$ cat src/rtl/axi_arb_pkg.sv
// Shared types and default sizing for the AXI request arbiter.
// The module parameters default to the values below.
package axi_arb_pkg;

   localparam int DEF_NUM_REQ         = 4;
   localparam int DEF_ADDR_W          = 32;
   localparam int DEF_DATA_W          = 32;
   localparam int DEF_MAX_OUTSTANDING = 4;

   localparam int TAG_W = $clog2(DEF_NUM_REQ);
   localparam int CNT_W = $clog2(DEF_MAX_OUTSTANDING) + 1;

   typedef struct packed {
      logic [DEF_ADDR_W-1:0]   addr;
      logic [DEF_DATA_W-1:0]   wdata;
      logic                    we;
      logic [DEF_DATA_W/8-1:0] be;
   } req_t;

endpackage

$ cat src/rtl/arb_tag_fifo.sv
// In-order tag FIFO recording which requester issued each outstanding request.
// Pointers carry one extra wrap bit so that full and empty can be told apart.
module arb_tag_fifo
   import axi_arb_pkg::*;
#(
   parameter int W     = TAG_W,
   parameter int DEPTH = DEF_MAX_OUTSTANDING
) (
   input  logic                   clk,
   input  logic                   rst,
   input  logic                   push,
   input  logic                   pop,
   input  logic [W-1:0]           din,
   output logic [W-1:0]           dout,
   output logic                   full,
   output logic                   empty,
   output logic [$clog2(DEPTH):0] count
);

   localparam int PW = $clog2(DEPTH);

   logic [PW:0]  wr_ptr;
   logic [PW:0]  rd_ptr;
   logic [W-1:0] mem [DEPTH];
   logic         do_push;
   logic         do_pop;

   assign do_push = push & ~full;
   assign do_pop  = pop & ~empty;

   // NOTE: storage is left unreset; only the pointers define which entries are valid.
   always_ff @(posedge clk) begin
      if (do_push) mem[wr_ptr[PW-1:0]] <= din;
   end

   // NOTE: non-blocking assignments keep every register update ordered on the edge.
   always_ff @(posedge clk or posedge rst) begin
      if (rst) begin
         wr_ptr <= '0;
         rd_ptr <= '0;
      end else begin
         if (do_push) wr_ptr <= wr_ptr + 1'b1;
         if (do_pop)  rd_ptr <= rd_ptr + 1'b1;
      end
   end

   assign dout  = mem[rd_ptr[PW-1:0]];
   assign empty = (wr_ptr == rd_ptr);
   assign full  = (wr_ptr[PW] != rd_ptr[PW]) && (wr_ptr[PW-1:0] == rd_ptr[PW-1:0]);
   assign count = wr_ptr - rd_ptr;

endmodule

$ cat src/rtl/axi_req_arbiter.sv
// Round-robin arbiter sharing one AXI master request/response port among NUM_REQ requesters;
// responses return in order and are steered back to the issuer through a tag FIFO.
module axi_req_arbiter
   import axi_arb_pkg::*;
#(
   parameter int NUM_REQ         = DEF_NUM_REQ,
   parameter int ADDR_W          = DEF_ADDR_W,
   parameter int DATA_W          = DEF_DATA_W,
   parameter int MAX_OUTSTANDING = DEF_MAX_OUTSTANDING
) (
   input  logic                          clk,
   input  logic                          rst,
   input  logic [NUM_REQ-1:0]            s_req_valid,
   output logic [NUM_REQ-1:0]            s_req_ready,
   input  logic [NUM_REQ*ADDR_W-1:0]     s_req_addr,
   input  logic [NUM_REQ*DATA_W-1:0]     s_req_wdata,
   input  logic [NUM_REQ-1:0]            s_req_we,
   input  logic [NUM_REQ*DATA_W/8-1:0]   s_req_be,
   output logic [NUM_REQ-1:0]            s_resp_valid,
   output logic [DATA_W-1:0]             s_resp_rdata,
   output logic                          m_req_valid,
   input  logic                          m_req_ready,
   output logic [ADDR_W-1:0]             m_req_addr,
   output logic [DATA_W-1:0]             m_req_wdata,
   output logic                          m_req_we,
   output logic [DATA_W/8-1:0]           m_req_be,
   input  logic                          m_resp_valid,
   input  logic [DATA_W-1:0]             m_resp_rdata,
   output logic [$clog2(MAX_OUTSTANDING):0] outstanding,
   output logic                          err_unexp
);

   localparam int TAG_BITS = $clog2(NUM_REQ);
   localparam int BE_W     = DATA_W / 8;

   logic [TAG_BITS-1:0] rr_ptr;
   logic [TAG_BITS-1:0] lock_idx;
   logic                lock;
   logic [TAG_BITS-1:0] arb_idx;
   logic [TAG_BITS-1:0] grant;
   logic [TAG_BITS-1:0] head;
   logic                fifo_full;
   logic                fifo_empty;
   logic                hs;
   logic                pop;

   // Rotating priority search starting at rr_ptr.
   always_comb begin
      // NOTE: every always_comb output gets a default first so no latch is inferred.
      arb_idx = rr_ptr;
      for (int k = NUM_REQ - 1; k >= 0; k--) begin
         if (s_req_valid[(int'(rr_ptr) + k) % NUM_REQ])
            arb_idx = TAG_BITS'((int'(rr_ptr) + k) % NUM_REQ);
      end
   end

   assign grant       = lock ? lock_idx : arb_idx;
   assign m_req_valid = ~rst & (|s_req_valid) & ~fifo_full;
   assign hs          = m_req_valid & m_req_ready;
   assign s_req_ready = hs ? (NUM_REQ'(1) << grant) : '0;
   assign pop         = m_resp_valid & ~fifo_empty;

   always_comb begin
      m_req_addr  = '0;
      m_req_wdata = '0;
      m_req_we    = 1'b0;
      m_req_be    = '0;
      if (m_req_valid) begin
         m_req_addr  = s_req_addr[int'(grant)*ADDR_W +: ADDR_W];
         m_req_wdata = s_req_wdata[int'(grant)*DATA_W +: DATA_W];
         m_req_we    = s_req_we[grant];
         m_req_be    = s_req_be[int'(grant)*BE_W +: BE_W];
      end
   end

   // A stalled offer freezes the grant until the master takes it.
   always_ff @(posedge clk or posedge rst) begin
      if (rst) begin
         rr_ptr   <= '0;
         lock     <= 1'b0;
         lock_idx <= '0;
      end else if (hs) begin
         rr_ptr <= (grant == TAG_BITS'(NUM_REQ - 1)) ? '0 : grant + 1'b1;
         lock   <= 1'b0;
      end else if (m_req_valid) begin
         lock     <= 1'b1;
         lock_idx <= grant;
      end
   end

   always_ff @(posedge clk or posedge rst) begin
      if (rst) begin
         s_resp_valid <= '0;
         s_resp_rdata <= '0;
         err_unexp    <= 1'b0;
      end else begin
         s_resp_valid <= pop ? (NUM_REQ'(1) << head) : '0;
         if (pop) s_resp_rdata <= m_resp_rdata;
         if (m_resp_valid & fifo_empty) err_unexp <= 1'b1;
      end
   end

   arb_tag_fifo #(
      .W     (TAG_BITS),
      .DEPTH (MAX_OUTSTANDING)
   ) u_tag_fifo (
      .clk   (clk),
      .rst   (rst),
      .push  (hs),
      .pop   (m_resp_valid),
      .din   (grant),
      .dout  (head),
      .full  (fifo_full),
      .empty (fifo_empty),
      .count (outstanding)
   );

endmodule

$ cat config.mk
export PLATFORM = sky130hd
export DESIGN_NAME = axi_req_arbiter
export DESIGN_NICKNAME = d
export VERILOG_FILES = /design/src/rtl/axi_arb_pkg.sv /design/src/rtl/arb_tag_fifo.sv /design/src/rtl/axi_req_arbiter.sv
export SDC_FILE = /design/constraint.sdc
export NUM_CORES = 1
export LEC_CHECK = 0
export BUFFER_PORTS_ARGS = -buffer_cell sky130_fd_sc_hd__clkbuf_2
export CORE_AREA = 2 2 168 170
export CTS_CLUSTER_SIZE = 30
export DETAILED_ROUTE_END_ITERATION = 8
export DIE_AREA = 0 0 170 172
export PLACE_DENSITY_LB_ADDON = 0.05
export SLEW_MARGIN = 20
export SYNTH_ARGS = -nofsm -noshare
export SYNTH_HDL_FRONTEND = slang
export SYNTH_HIERARCHICAL = 1
export SYNTH_SLANG_ARGS = --single-unit
$ cat constraint.sdc
create_clock -name clk -period 3 [get_ports clk]
set_clock_uncertainty 0.1 [all_clocks]
set_input_delay 0.3 -clock clk [delete_from_list [all_inputs] [get_ports clk]]
set_output_delay 0.3 -clock clk [all_outputs]
set_load 0.03 [all_outputs]
### After elaboration in Yosys (flattened, before gate mapping)

Memory sizes are Yosys's and may differ from the RTL's.
Index checks and enable logic that the tools add are counted.

* output and inout port bits: 114
* bits in registers: 48
* input bits: 316
* RAM bits: 8
* memories: 1

Memory list
* u_tag_fifo.mem: depth 4, width 2, rd ports 1, clocked after Yosys merged registers in 0, write ports 1, line arb_tag_fifo.sv:24 `logic [W-1:0] mem [DEPTH];`

* bitwise operators: 13
* reductions and logical operators: 7
* add/subtract/negate cells: 7
* shift operators: 5
* eq/ne operators: 4
* $lt $le $gt $ge: 5
* muxes and demuxes: 29

Operators by type and width (count)
* 128-bit by 8-bit variable part select with 32-bit output: 2
* 32-bit two-way mux: 2
* 16-bit by 5-bit variable part select with 4-bit output: 1
* 1-bit two-way mux: 13
* 3-bit by 4-bit less-than comparator with 1-bit output (second input constant): 3
* 2-bit two-way mux: 6
* 4-bit two-way mux: 3
* 1-bit binary-select mux with 2-bit select: 5
* 1-bit by 2-bit << shifter with 4-bit output (first input constant): 2
* 3-bit by 1-bit adder with 3-bit output (second input constant): 2
* 1-bit AND: 6
* 2-bit by 3-bit less-than comparator with 1-bit output (second input constant): 2
* 2-bit OR reduction: 3
* 2-bit by 1-bit adder with 2-bit output (second input constant): 2
* 2-bit adder (second input constant): 2
* 1-bit inverter: 4
* 4-bit OR reduction: 1
* 1-bit AND (first input constant): 3
* 3-bit == test: 1
* 3-bit subtractor: 1
* 2-bit == test: 1
* 2-bit == test (second input constant): 1
* 2-bit AND reduction: 1
* 2-bit nonzero test: 1
* other kinds (2): 2

### Logic depth before layout (Yosys ltp)

* depth after elaboration: 14
* depth in mapped cells: 12
* depth with buffers taken out: 11

### Cells and area by module

The synthesis kept the hierarchy.

Modules (own cells, without submodules)
* axi_req_arbiter: cells each 804, instances 1, sequential area each 1051.0 µm², area an instance 5893.2 µm²
* arb_tag_fifo: cells each 55, instances 1, sequential area each 390.4 µm², area an instance 747.0 µm²

### Worst setup path after synthesis

OpenSTA, ideal clock, no wires.

* path kind: register to output
* start: register u_tag_fifo.wr_ptr[0]
* end: output port m_req_addr[21]
* required time: 2.600 ns
* buffers on the path: 3
* data arrival time: 2.483 ns
* cell stages (with the launch flop): 12
* path slack: 0.117 ns
* path through: dfrtp_1 inv_1 ha_1 nand3_1 inv_1 a211o_1 buf_2 inv_4 o211ai_4 buf_2 buf_2 o221ai_1

* cells in the longest elaborated chain, start to end: 5

RTL lines
* start, declared: line arb_tag_fifo.sv:22 `logic [PW:0] wr_ptr;`
* start signal, assigned: line arb_tag_fifo.sv:42 `if (do_push) wr_ptr <= wr_ptr + 1'b1;`
* 2-bit == test: line arb_tag_fifo.sv:49 `assign full = (wr_ptr[PW] != rd_ptr[PW]) && (wr_ptr[PW-1:0] == rd_ptr[PW-1:0]);`
* 1-bit logical AND: line arb_tag_fifo.sv:49
* net fifo_full: line axi_req_arbiter.sv:42 `logic fifo_full;`
* 1-bit inverter: line axi_req_arbiter.sv:58 `assign m_req_valid = ~rst & (|s_req_valid) & ~fifo_full;`
* 1-bit AND: line axi_req_arbiter.sv:58
* net m_req_valid: line axi_req_arbiter.sv:21 `output logic m_req_valid,`
* 32-bit two-way mux: line axi_req_arbiter.sv:68 `if (m_req_valid) begin`
* end, declared: line axi_req_arbiter.sv:23 `output logic [ADDR_W-1:0] m_req_addr,`

The timed path passes the listed nets, and every way through them passes these cells.

### Worst setup path after layout

* start: register rr_ptr[1]
* end: output port m_req_wdata[23]

* cells in the longest elaborated chain, start to end: 11
* elaborated cells on any way between the ends: 21

RTL lines
* start, declared: line axi_req_arbiter.sv:36 `logic [TAG_BITS-1:0] rr_ptr;`
* start signal, assigned: line axi_req_arbiter.sv:83 `rr_ptr <= (grant == TAG_BITS'(NUM_REQ - 1)) ? '0 : grant + 1'b1;`
* 2-bit adder: line axi_req_arbiter.sv:52, axi_req_arbiter.sv:53
* 1-bit binary-select mux with 2-bit select: line axi_req_arbiter.sv:52 `if (s_req_valid[(int'(rr_ptr) + k) % NUM_REQ])`
* 1-bit two-way mux (implied by the code) (2 in series): line axi_req_arbiter.sv:52
* 2-bit two-way mux (3 in series): line axi_req_arbiter.sv:52
* 2-bit two-way mux (*): line axi_req_arbiter.sv:52
* 2-bit two-way mux (*): line axi_req_arbiter.sv:57 `assign grant = lock ? lock_idx : arb_idx;`
* 128-bit by 8-bit variable part select with 32-bit output (*): line axi_req_arbiter.sv:70 `m_req_wdata = s_req_wdata[int'(grant)*DATA_W +: DATA_W];`
* 32-bit two-way mux (*): line axi_req_arbiter.sv:68
* end, declared: line axi_req_arbiter.sv:24 `output logic [DATA_W-1:0] m_req_wdata,`

Mark *: on every way between the ends. The rest lies on a longest branch, timed or not. The select of a mux whose other input is x is not followed.

==> impl_results.md <==
- Congestion Overflow GR: 0
- Mapped Area: about 6600 sq um
- VDD IR max: around 0.00047 V
- Post-DP HPWL: ~22 mm
- Core area: about 27000 sq um
- Ports: 430
- Register area: 1450 sq um
- Rel. slew slack: 0.464
- CTS tree: built
- GP Congestion: roughly 0.78
- Wirelength, routed: around 30 mm
- Syn_nets: around 1.2k
- Site row count: 61
- Hold Crit Start: m_resp_rdata[29]
- Via density per instance: between 5 and 6
- Crit-path cells: buf_4, o2bb2ai_1, a22oi_2, buf_4, buf_12, a21boi_0, o31ai_1, o221ai_1, buf_4
- Crit path time final: roughly 2.9 ns
- Initial core utilization: 0.242
- Iteration-0 DRC Markers: between 400 and 500
- H-Tree Level Count: 2
- Pleak: 5.08 nW
- Clock transition at the registers of the reported paths: 0.07 ns
- Status: completed
- Largest stage delay, worst path: around 0.43 ns
- Hold Vio Cnt, Final: 0
- Yosys reg bits: 56
- Clk_lat worst skew: ~0.29 ns
- Asr flop ratio synth: 0.857
- Vias: between 8k and 9k
- Largest net degree at the start of global routing: 75
- Fin. max-slew vios: 0
- Hold WC Path Type: input port to register
- Launching element type of the critical path: register
- CP max FO: 36
- Area occupied by multi-input gates: roughly 4400 sq um
- Remaining design rule violation count: 0
- Top FF cell, synth: dfrtp_1
- Post-synth EDFFs: 8
- Total Power: approximately 11 mW
- Clk sink count: 56
- Kind of critical path: register to primary output
- Max Clock Freq: roughly 340 MHz
- Via count of the first global-routing pass: slightly below 8k
- Worst Setup SP: rr_ptr[1]
- Tcrit/Tclk final: 0.966
- Worst-Margin Slew: between 0.7 and 0.8 ns
- CTS max path bufs: 2
- Fin nets: ~1.6k
- Die Area: between 20000 and 30000 sq um
- CTS buffer count: 5
- IO Port Bufs: approximately 430
- GRT Overall Usage: 0.193
- Clk root buf: clkbuf_16
- Critical Path Sink Type: primary output
- DIE HEIGHT: 172 um
- Sequential fraction of the synthesis area: 0.217
- Share of layout cells above drive strength 1: 0.447
- Final setup violating endpoints: 0
- Critical path arrival: 2.50 ns
- Die width: between 150 and 200 um
- Synth Area per Inst: 7.73 sq um
- Routed WL per cell: about 19 um
- Crit path top cell by count: buf_4
- DR pass1 iterations: 5
- Syn. warnings: 6
- # fillers: about 3k
- Detail Route Antenna Nets: 0
- Crit-path slowest cell: dfrtp_1
- Max cap viols: 0
- Syn Inst Count: roughly 860
- Initial antenna violation count: 1
- RR Startpoint: u_tag_fifo/wr_ptr[0]
- Pwr per Cell Area: approximately 1100 nW/um^2
- First-pass GRT wire length: 44.7 mm
- Area grow syn2layout: 48.9%
- Pre-CTS setup slack: approximately 0.053 ns
- Yosys cell types: 55
- Crit path required time: 2.60 ns
- Fin worst setup slack: between 0.1 and 0.15 ns
==> flip-flops by register name (all words and copies together) (netlist names) <==
name / cells
rr_ptr: 2
u_tag_fifo/wr_ptr: 3
lock_idx: 2
lock: 1
err_unexp: 1
s_resp_rdata: 32
u_tag_fifo/rd_ptr: 3
u_tag_fifo/mem: 8
s_resp_valid: 4
==> where the power goes <==
| part | internal (mW) | switching [mW] | leakage, nW |
|---|---|---|---|
| combinational | 3.28 | 5.46 | 4.35 |
| clock | 0.445 | 0.263 | 0.0893 |
| sequential | 1.14 | 0.313 | 0.639 |
==> cells by family (layout without fill, tap and decap cells) <==
family,count (synthesis),count (layout),synth area share
compound gates,450,450,0.494
buf+inv,245,632,0.148
simple gates,57,57,0.0482
flops,56,56,0.217
mux,38,38,0.0690
fa+ha+maj,8,8,0.0162
xor+xnor,5,5,0.00773
other cells,0,1,0
==> area by class of cell <==
cell class	instances	area share
multi-input cells	558	0.444
repair buffers	472	0.289
flip-flops and latches	56	0.146
inverters	152	0.0583
well taps	346	0.0438
clock buffers	7	0.0156
clock inverters	1	0.00304
diodes	1	0.000253
==> per-stage QoR <==
step                instances  utilization  area, sq um  setup TNS (ns)  hold WS, ns
finish                   1593        0.360         9890               0        0.136
global route             1592        0.360         9880         -0.0232        0.132
CTS                      1586        0.349         9600               0        0.126
detailed placement       1576        0.338         9290               0        0.165
global placement         1576        0.338         9290               0        0.168
floorplan                 859            -         6640               0     -0.00904
==> worst max-delay path: cells and delay by family, from the launching register on <==
family	cells	cell delay, ns
AO/OA/AOI/OAI	5	0.98
buffers and inverters	4	0.75
flip-flops	1	0.43
==> repair_timing <==
action,4_1_cts,5_1_grt
setup buffers,1,5
hold endpoints to repair,25,0
pin swaps,0,1
gates resized for setup,25,172
hold buffers,1,0
setup endpoints to repair,71,71
gates cloned,0,1
==> metal layers <==
metal,part of all wire,GRT usage
met1,0.41,0.237
met2,0.51,0.352
met3,0.065,0.0380
met4,0.016,0.0398
met5,0.00043,0
==> layout by cell type (no fill, tap or decap), types with 16 or more instances in the layout <==
| cell type | instances |
|---|---|
| clkbuf_2 | 361 |
| inv_1 | 149 |
| a21boi_0 | 80 |
| a21oi_1 | 76 |
| buf_4 | 75 |
| a22oi_1 | 69 |
| o221ai_1 | 60 |
| a21boi_1 | 58 |
| o31ai_1 | 57 |
| dfrtp_1 | 46 |
| mux2_2 | 34 |
| buf_12 | 16 |
==> worst paths after layout <==
check / cells after the start / end / slack [ns]
max: 9 / m_req_wdata[23] / 0.10
min: 2 / s_resp_rdata[29] / 0.14
max reg2reg: 12 / u_tag_fifo/wr_ptr[1] / 0.41
min reg2reg: 1 / err_unexp / 0.36
max in group asynchronous: 4 / s_resp_rdata[13] / 1.52
min in group asynchronous: 3 / u_tag_fifo/rd_ptr[1] / 0.42
==> synthesized netlist by cell type, drive strengths merged, types with 13 or more instances <==
master,count,area (sq um)
inv,152,573
a21boi,138,1040
a21oi,77,385
a22oi,70,531
o221ai,69,604
o31ai,69,518
clkbuf,62,233
dfrtp,48,1200
mux2,36,413
buf,31,174
nor2,14,52.6
nand2,13,48.8
Note: power is estimated with default switching activity, not from simulation.
